--- config.mk ---
export PLATFORM = sky130hd
export DESIGN_NAME = uart_rx_fifo_flat
export DESIGN_NICKNAME = d
export VERILOG_FILES = /design/src/rtl/uart_rx_fifo_if.sv /design/src/rtl/uart_rx_fifo.sv /design/src/flat_wrapper.sv
export SDC_FILE = /design/constraint.sdc
export NUM_CORES = 1
export LEC_CHECK = 0
export BUFFER_PORTS_ARGS = -buffer_cell sky130_fd_sc_hd__buf_2
export CORE_MARGIN = 4
export CORE_UTILIZATION = 50
export DETAILED_ROUTE_END_ITERATION = 16
export PLACE_DENSITY = 0.81
export SLEW_MARGIN = 20
export SYNTH_ARGS = -nofsm -noshare
export SYNTH_HDL_FRONTEND = slang
export SYNTH_SLANG_ARGS = --single-unit
--- constraint.sdc ---
create_clock -name clk_i -period 2.6 [get_ports clk_i]
set_clock_uncertainty 0.1 [all_clocks]
set_input_delay 0.13 -clock clk_i [delete_from_list [all_inputs] [get_ports clk_i]]
set_output_delay 0.13 -clock clk_i [all_outputs]
set_load 0.02 [all_outputs]
--- src/rtl/uart_rx_fifo_if.sv ---
// Bus between a UART receiver front-end, its receive FIFO and the consumer.
// Latency: none, this is only wiring.
// Backpressure: the slave holds rx_clr_dv high until rx_dv drops; the consumer pops with rd_en.
// Ports seen by the slave (the FIFO):
//   in : rx_data, rx_dv (receiver), rd_en (consumer pop), clr_ovr (clear sticky overrun)
//   out: rx_clr_dv (to receiver), dout, empty, full, count, overrun
interface uart_rx_fifo_if #(
    parameter int bits = 8,
    parameter int exp  = 4
);
    logic [bits-1:0] rx_data;
    logic            rx_dv;
    logic            rx_clr_dv;
    logic            rd_en;
    logic [bits-1:0] dout;
    logic            empty;
    logic            full;
    logic [exp:0]    count;
    logic            overrun;
    logic            clr_ovr;

    modport master (
        output rx_data, rx_dv, rd_en, clr_ovr,
        input  rx_clr_dv, dout, empty, full, count, overrun
    );

    modport slave (
        input  rx_data, rx_dv, rd_en, clr_ovr,
        output rx_clr_dv, dout, empty, full, count, overrun
    );
endinterface

--- src/rtl/uart_rx_fifo.sv ---
// UART receive FIFO: captures one character per rx_dv assertion into a 2^exp entry FWFT FIFO.
// Latency: empty falls 4 clk after rx_dv rises at the synchronizer input.
// Backpressure: a write into a full FIFO without a same-cycle pop is dropped and sets sticky overrun.
// Ports: clk_i (rising edge), rst_ni (synchronous, active-low), bus (uart_rx_fifo_if.slave).
module uart_rx_fifo #(
    parameter int bits = 8,
    parameter int exp  = 4
) (
    input  logic           clk_i,
    input  logic           rst_ni,
    uart_rx_fifo_if.slave  bus
);
    localparam int DEPTH = 1 << exp;

    typedef enum logic [1:0] {IDLE, CAPTURE, CLEAR} state_t;

    state_t          state_q;
    logic            sync1_q;
    logic            sync2_q;
    logic            rx_clr_dv_q;

    logic [bits-1:0] mem [DEPTH];
    logic [exp-1:0]  wr_ptr_q, wr_ptr_d;
    logic [exp-1:0]  rd_ptr_q, rd_ptr_d;
    logic [exp:0]    count_q, count_d;
    logic            empty_q;
    logic            full_q;
    logic            ovr_q, ovr_d;
    logic [bits-1:0] dout_q, dout_d;

    logic            wr_req;
    logic            do_pop;
    logic            do_wr;
    logic            ovr_set;

    // rx_dv comes from the baud-clock domain; rx_data is only sampled in
    // CAPTURE, two synchronizer stages after rx_dv rose, so it is settled.
    always_ff @(posedge clk_i) begin
        if (!rst_ni) begin
            sync1_q     <= 1'b0;
            sync2_q     <= 1'b0;
            state_q     <= IDLE;
            rx_clr_dv_q <= 1'b0;
        end else begin
            sync1_q <= bus.rx_dv;
            sync2_q <= sync1_q;
            case (state_q)
                IDLE: begin
                    rx_clr_dv_q <= 1'b0;
                    if (sync2_q) state_q <= CAPTURE;
                end
                CAPTURE: begin
                    rx_clr_dv_q <= 1'b1;
                    state_q     <= CLEAR;
                end
                CLEAR: begin
                    // Waiting for rx_dv to drop guarantees one write per assertion.
                    if (!sync2_q) begin
                        state_q     <= IDLE;
                        rx_clr_dv_q <= 1'b0;
                    end
                end
                default: begin
                    state_q     <= IDLE;
                    rx_clr_dv_q <= 1'b0;
                end
            endcase
        end
    end

    assign wr_req = (state_q == CAPTURE);

    always_comb begin
        do_pop   = bus.rd_en && !empty_q;
        // A pop in the same cycle frees the slot, so a full FIFO still accepts.
        do_wr    = wr_req && (!full_q || do_pop);
        ovr_set  = wr_req && full_q && !do_pop;

        wr_ptr_d = wr_ptr_q + exp'(do_wr);
        rd_ptr_d = rd_ptr_q + exp'(do_pop);

        count_d  = count_q;
        case ({do_wr, do_pop})
            2'b10:   count_d = count_q + 1'b1;
            2'b01:   count_d = count_q - 1'b1;
            default: count_d = count_q;
        endcase

        // Registered FWFT head: a write into an (effectively) empty FIFO
        // bypasses memory; otherwise the head is the entry at the next read pointer.
        dout_d = dout_q;
        if (do_wr && ((count_q - (exp+1)'(do_pop)) == '0)) begin
            dout_d = bus.rx_data;
        end else if (count_d != '0) begin
            dout_d = mem[rd_ptr_d];
        end

        // Set has priority over clear.
        if (ovr_set) begin
            ovr_d = 1'b1;
        end else if (bus.clr_ovr) begin
            ovr_d = 1'b0;
        end else begin
            ovr_d = ovr_q;
        end
    end

    // Storage is not reset; the write is gated so an abandoned capture leaves no trace.
    always_ff @(posedge clk_i) begin
        if (rst_ni && do_wr) begin
            mem[wr_ptr_q] <= bus.rx_data;
        end
    end

    always_ff @(posedge clk_i) begin
        if (!rst_ni) begin
            wr_ptr_q <= '0;
            rd_ptr_q <= '0;
            count_q  <= '0;
            empty_q  <= 1'b1;
            full_q   <= 1'b0;
            ovr_q    <= 1'b0;
            dout_q   <= '0;
        end else begin
            wr_ptr_q <= wr_ptr_d;
            rd_ptr_q <= rd_ptr_d;
            count_q  <= count_d;
            empty_q  <= (count_d == '0);
            full_q   <= (count_d == (exp+1)'(DEPTH));
            ovr_q    <= ovr_d;
            dout_q   <= dout_d;
        end
    end

    assign bus.rx_clr_dv = rx_clr_dv_q;
    assign bus.dout      = dout_q;
    assign bus.empty     = empty_q;
    assign bus.full      = full_q;
    assign bus.count     = count_q;
    assign bus.overrun   = ovr_q;
endmodule

--- src/flat_wrapper.sv ---
// flat-port wrapper written by rule: the top's interface ports become plain ports
module uart_rx_fifo_flat 
#(
    parameter int bits = 8,
    parameter int exp  = 4
)
  (clk_i, rst_ni, bus_rx_data, bus_rx_dv, bus_rd_en, bus_clr_ovr, bus_rx_clr_dv, bus_dout, bus_empty, bus_full, bus_count, bus_overrun);
  uart_rx_fifo_if #(.bits(bits), .exp(exp)) bus_i ();
  input  logic clk_i;
  input  logic rst_ni;
  input wire logic [$bits(bus_i.rx_data)-1:0] bus_rx_data;
  input wire logic [$bits(bus_i.rx_dv)-1:0] bus_rx_dv;
  input wire logic [$bits(bus_i.rd_en)-1:0] bus_rd_en;
  input wire logic [$bits(bus_i.clr_ovr)-1:0] bus_clr_ovr;
  output wire logic [$bits(bus_i.rx_clr_dv)-1:0] bus_rx_clr_dv;
  output wire logic [$bits(bus_i.dout)-1:0] bus_dout;
  output wire logic [$bits(bus_i.empty)-1:0] bus_empty;
  output wire logic [$bits(bus_i.full)-1:0] bus_full;
  output wire logic [$bits(bus_i.count)-1:0] bus_count;
  output wire logic [$bits(bus_i.overrun)-1:0] bus_overrun;
  assign bus_i.rx_data = bus_rx_data;
  assign bus_i.rx_dv = bus_rx_dv;
  assign bus_i.rd_en = bus_rd_en;
  assign bus_i.clr_ovr = bus_clr_ovr;
  assign bus_rx_clr_dv = bus_i.rx_clr_dv;
  assign bus_dout = bus_i.dout;
  assign bus_empty = bus_i.empty;
  assign bus_full = bus_i.full;
  assign bus_count = bus_i.count;
  assign bus_overrun = bus_i.overrun;
  uart_rx_fifo #(.bits(bits), .exp(exp)) u_core (.clk_i(clk_i), .rst_ni(rst_ni), .bus(bus_i));
endmodule
Yosys cells after proc, flatten, opt, wreduce, memory -nomap -nowiden:

Memory sizes are Yosys's and may differ from the RTL's.
Cells that the tools add are included.

* memory bits (writable): 128
* flip-flop bits (word level): 29
* word-level logic and storage cells: 53
* memories: 1
* input port bits: 13

* reduce and logical (&&, ||, !) cells: 17
* equal/unequal tests: 7
* $add $sub $neg: 5
* mux-type cells: 12

Memory list
* u_core.mem: depth 16, width 8, rd ports 1, clocked after Yosys merged registers in 0, wr ports 1, RTL line uart_rx_fifo.sv:22 `logic [bits-1:0] mem [DEPTH];`

Operators with widths (count)
* 2-to-1 mux 8 bit: 2
* zero test 5 bit: 2
* one-hot mux 5 bit (2 select lines): 1
* adder 4 x 1 -> 4 bit: 2
* logical AND 1 bit: 6
* one-hot mux 2 bit (3 select lines): 1
* adder 5 x 1 -> 5 bit (second input constant): 1
* == test 5 bit (second input constant): 1
* 2-to-1 mux 1 bit: 5
* nonzero test 5 bit: 1
* subtractor 5 x 1 -> 5 bit: 1
* subtractor 5 x 1 -> 5 bit (second input constant): 1
* == test 2 x 1 -> 1 bit (second input constant): 2
* == test 2 bit (second input constant): 2
* 2-to-1 mux 2 bit: 2
* nonzero test 2 bit: 2
* zero test 1 bit: 3
* zero test 2 bit: 1
* inequality test 2 x 1 -> 1 bit (second input constant): 1
* inequality test 2 bit (second input constant): 1
* one-hot mux 1 bit (2 select lines): 1
* AND reduction 2 bit: 1
* logical OR 1 bit: 1

Longest topological paths before layout:

* depth after elaboration: 9
* gate-level depth with buffers: 14
* gate-level depth less buffers: 12

Least setup slack after synthesis:

OpenSTA, ideal clock, no wires.

* path type: reg-to-reg
* start point: reg u_core.empty_q, in the netlist u_core.bus.empty
* end point: reg u_core.dout_q[0], in the netlist u_core.bus.dout[0]
* path slack: -277 ps
* data arrival time: 2702 ps
* cell stages (with the launch flop): 15
* clock period less this slack: 2877 ps
* cells stage by stage: dfxtp_1 -> nand2b_1 -> a21oi_2 -> inv_1 -> ha_1 -> buf_4 -> xor2_1 -> ha_1 -> o221ai_1 -> nand2_1 -> nor4_2 -> xnor2_1 -> buf_4 -> a31o_1 -> a31oi_1

* word-level cells in the longest chain between the ends: 8

Ends and longest elaborated chain
* start: declaration: RTL line uart_rx_fifo.sv:26 `logic empty_q;`
* start signal: assignment: RTL line uart_rx_fifo.sv:128 `empty_q <= (count_d == '0);`
* zero test 1 bit *: RTL line uart_rx_fifo.sv:74 `do_pop = bus.rd_en && !empty_q;`
* logical AND 1 bit *: RTL line uart_rx_fifo.sv:74
* branches (longest 6 deep; another with memory (16 x 8 bit))
* end signal: assignment: RTL line uart_rx_fifo.sv:131 `dout_q <= dout_d;`
* end: declaration: RTL line uart_rx_fifo.sv:29 `logic [bits-1:0] dout_q, dout_d;`

Every way passes the cells marked *. The select of a mux whose other input is x is not followed.
A chain may end at the register's enable or synchronous reset.

Worst setup path in the final report:

* start point: reg u_core.empty_q, in the netlist u_core.bus.empty
* end point: reg u_core.dout_q[7], in the netlist u_core.bus.dout[7]

Same word-level chain as after synthesis.

==> results.py <==
metrics = {
    "status": {
        "result_of_the_run": "complete, but fails checks",
        "violations": "negative setup slack",
    },
    "sta": {
        "grt_setup_unrepaired": "yes",
        "slew_headroom_pct": 64.01,
        "tightestPinTransition_ns": 0.5366,
        "period_minus_slack_ns": 2.616,
        "finalHoldViolCount": 0,
        "worst_slack_ns": -0.01632,
        "final_min_period_over_clock_period_pct": 100.6,
        "slew_violations": 0,
        "final-setup-viol-count": 7,
        "max_clock_freq_ghz": 0.3822,
    },
    "setup_path": {
        "critical-path-max-stage-delay_ns": 0.32,
        "worst-path-buf-inv": 2,
        "r2r_slack_ns": -0.02,
        "ff2ff_path_depth": 13,
        "cp_cell_sequence": "nand2b_4 -> a21oi_4 -> inv_2 -> ha_4 -> xor2_1 -> ha_2 -> a21oi_2 -> mux2i_2 -> xnor2_2 -> nor3_4 -> buf_6 -> a31o_1 -> a31oi_1",
        "worst-endpoint-arrival_ns": 2.82,
        "worst_r2r_endpoint": "u_core.bus.dout[7]",
        "path_class": "flip-flop to flip-flop",
        "cp-startpoint": "u_core.bus.empty",
        "worst_path_max_delay_cell": "sky130_fd_sc_hd__dfxtp_2",
        "cp_data_required_time_ns": 2.80,
        "critPathTopFamily": "compound AO/OA/AOI/OAI gates",
        "r2r-start": "u_core.bus.empty",
        "critical_path.endpoint_type": "flip-flop",
        "critPathLaunchType": "flip-flop",
        "timing.critical_path.fanout_max": 5,
    },
    "global_route": {
        "grt_antenna_before_repair": 0,
        "gr-total-overflow": 0,
        "first_global_vias": 3763,
        "grt_util_all_layers_pct": 19.16,
        "grt_start_max_net_pins": 34,
        "first_pass_grt_wire_length_microns": 21080,
    },
    "final_layout": {
        "design.final.nets": 467,
        "highest_count_cells_in_the_layout_ignoring_fill_and_taps": "sky130_fd_sc_hd__edfxtp_1, sky130_fd_sc_hd__mux4_2, sky130_fd_sc_hd__nor2_1",
        "diodes_inserted": 0,
        "final_core_utilization_pct": 60.97,
        "layout.cell_area.non_filler_sq_um": 7694,
        "layout.cells.non_filler": 631,
        "post_route_cells_drive_above_1_share_pct": 34.64,
        "most_frequent_standard_cell_in_the_layout_excluding_fill_and_tap_cells": "sky130_fd_sc_hd__edfxtp_1",
        "areaGrowthSynthToFinish_pct": 19.10,
    },
    "floorplan": {
        "io_pins": 30,
        "design.die.area_sq_um": 14800,
        "row_count": 41,
        "core_region_area_sq_um": 12620,
        "chipHeight_microns": 121.7,
        "die_w_microns": 121.7,
        "initial_utilization_pct": 51.19,
    },
    "drt": {
        "num_vias": 3650,
        "detail_route.drc_violations": 0,
        "vias_cell": 5.784,
        "routed_wl_microns": 13260,
        "initialDrtViolationCount": 226,
        "drt_pre_antenna_iters": 4,
        "postRouteAntennaNets": 0,
        "wl_per_cell_microns": 21.02,
    },
    "yosys": {
        "yosys_warnings": 0,
        "syn-mean-instance-area_sq_um": 16.87,
        "ys_async_sr_fraction_pct": 0,
        "yosys_register_bits": 157,
        "synth-seq-area-share_pct": 68.49,
        "synth_top_cell_by_area": "sky130_fd_sc_hd__edfxtp_1",
        "yosysUniqueCellTypes": 45,
        "synth.net_count": 404,
        "synth_enable_flop_cells": 128,
        "syn-instance-count": 383,
        "synth-main-ff-cell": "sky130_fd_sc_hd__edfxtp_1",
        "synthTopCellsByArea": "sky130_fd_sc_hd__edfxtp_1, sky130_fd_sc_hd__mux4_2, sky130_fd_sc_hd__dfxtp_1",
        "synthesis.area_sq_um": 6460,
        "synth_largest_type_area_fraction_pct": 59.50,
    },
    "clocking": {
        "clock_latency_ns": 0.42,
        "htree_num_levels": 4,
        "cts_num_sinks": 157,
        "clkTransAtPathRegs_ns": 0.07,
        "cts-root-buf": "sky130_fd_sc_hd__clkbuf_16",
        "cts_made_buffers": 17,
        "buffer_levels_on_the_longest_clock_path": 2,
        "cts_tree": "built",
    },
    "worst_hold_path": {
        "timing.hold.worst.start": "bus_rx_data[7]",
        "holdCritPathClass": "input pin to flip-flop",
        "worstHoldPathCells": 3,
        "min_to": "u_core.bus.dout[7]",
    },
    "placed_design": {
        "postPlaceCellArea_sq_um": 7002,
        "place_hpwl_microns": 8274,
        "place.detailed.instances": 594,
        "preCtsSetupSlack_ns": -0.03284,
        "gp_congestion": 0.8100,
        "place.port_buffers": 29,
    },
    "job": {
        "max_cap_violations": 0,
    },
    "power_and_ir_drop": {
        "vdd_drop_max_mv": 0.4918,
        "power_density_nw_per_um2": 767.0,
        "leakagePower_nw": 2.678,
    },
}
-- how the worst max path moves through the flow --
stage	to	slack, ns	cells after the start
2_1_floorplan	u_core.bus.dout[0]	0.01	14
3_3_place_gp	u_core.bus.dout[4]	0.12	13
3_5_place_dp	u_core.bus.dout[1]	-0.03	13
4_1_cts	u_core.bus.dout[1]	-0.008	13
5_1_grt	u_core.bus.dout[7]	-0.11	13
6_report	u_core.bus.dout[7]	-0.02	13
-- where the power goes --
part / switching, mW / internal [mW]
sequential: 0.0382 / 2.76
combinational: 0.321 / 0.294
clock: 1.04 / 1.45
total: 1.40 / 4.50
-- cells by family after synthesis --
logic type	count (synthesis)	synth area share, %
buffers and inverters	28	2.537
XOR/XNOR	9	1.220
flip-flops	157	68.49
AO/OA/AOI/OAI	38	4.591
AND/OR/NAND/NOR	92	7.360
multiplexers	51	14.26
adder cells (fa/ha/maj)	8	1.550
-- sequential cells by signal, summed over array words and instances (netlist names) --
name / flops
u_core.bus.empty: 1
u_core.bus.dout: 8
u_core.sync1_q: 1
u_core.wr_ptr_q: 4
u_core.sync2_q: 1
u_core.rd_ptr_q: 4
u_core.bus.count: 5
u_core.state_q: 2
u_core.bus.overrun: 1
u_core.bus.full: 1
u_core.bus.rx_clr_dv: 1
u_core.mem: 128
-- area by class of cell --
class | instances | area [sq um]
inverters | 6 | 22.52
well taps | 172 | 215.2
repair buffers | 66 | 488.0
fillers | 923 | 4926
clock inverters | 15 | 171.4
clock buffers | 17 | 425.4
multi-input cells | 198 | 1944
flip-flops and latches | 157 | 4427
-- cells in the mapped netlist, types with 2 or more instances --
cell type and count:
sky130_fd_sc_hd__and2_1 10, sky130_fd_sc_hd__nand3_2 2, sky130_fd_sc_hd__nand2b_1 5, sky130_fd_sc_hd__inv_1 5, sky130_fd_sc_hd__xnor2_1 4, sky130_fd_sc_hd__buf_2 5, sky130_fd_sc_hd__nand3_1 2, sky130_fd_sc_hd__edfxtp_1 128
sky130_fd_sc_hd__dfxtp_1 29, sky130_fd_sc_hd__nor3_1 6, sky130_fd_sc_hd__nor2b_1 2, sky130_fd_sc_hd__nand3b_1 2, sky130_fd_sc_hd__nand2_1 22, sky130_fd_sc_hd__o211ai_1 8, sky130_fd_sc_hd__clkbuf_1 6, sky130_fd_sc_hd__buf_6 3
sky130_fd_sc_hd__a31oi_1 8, sky130_fd_sc_hd__a31o_1 8, sky130_fd_sc_hd__mux2_2 8, sky130_fd_sc_hd__nor2_1 31, sky130_fd_sc_hd__ha_1 8, sky130_fd_sc_hd__mux4_2 32, sky130_fd_sc_hd__xor2_1 5, sky130_fd_sc_hd__buf_4 8
sky130_fd_sc_hd__nor4b_1 2, sky130_fd_sc_hd__a21oi_1 4, sky130_fd_sc_hd__a21oi_2 2, sky130_fd_sc_hd__mux2i_1 11
-- worst min-delay path, stage by stage --
cell	delay (ns)
sky130_fd_sc_hd__buf_2	0.19
sky130_fd_sc_hd__nand2_1	0.09
sky130_fd_sc_hd__a31oi_1	0.07
-- timing repair --
| action | 4_1_cts | 5_1_grt |
|---|---|---|
| endpoints found under the setup margin | 8 | 10 |
| pin swaps | 1 | 4 |
| gates cloned | 0 | 1 |
| endpoints found under the hold margin | 3 | 0 |
| hold buffers | 3 | 0 |
| gates resized for setup | 4 | 7 |
| buffers inserted | 0 | 1 |
-- layer usage --
| metal | wire, microns | GRT usage [%] | part of all wire (%) | up-vias |
|---|---|---|---|---|
| met1 | 5361 | 24.74 | 40 | 1847 |
| met4 | 259 | 6.933 | 2.0 | 0 |
| li1 | - | - | - | 1619 |
| met2 | 6841 | 32.37 | 52 | 158 |
| met5 | 0 | 0 | 0 | - |
| met3 | 801 | 3.946 | 6.0 | 26 |
-- through the flow --
step | power [mW] | setup TNS, ns | hold slack [ns]
2_1_floorplan | 3.245 | 0 | 0.1289
3_3_place_gp | 3.413 | 0 | 0.2516
3_5_place_dp | 3.436 | -0.03546 | 0.2524
4_1_cts | 5.917 | -0.01415 | 0.002865
5_1_grt | 6.108 | -0.8216 | 0.01148
6_report | 5.901 | -0.06624 | 0.009816
No activity file was read; power rests on OpenSTA's default activity.
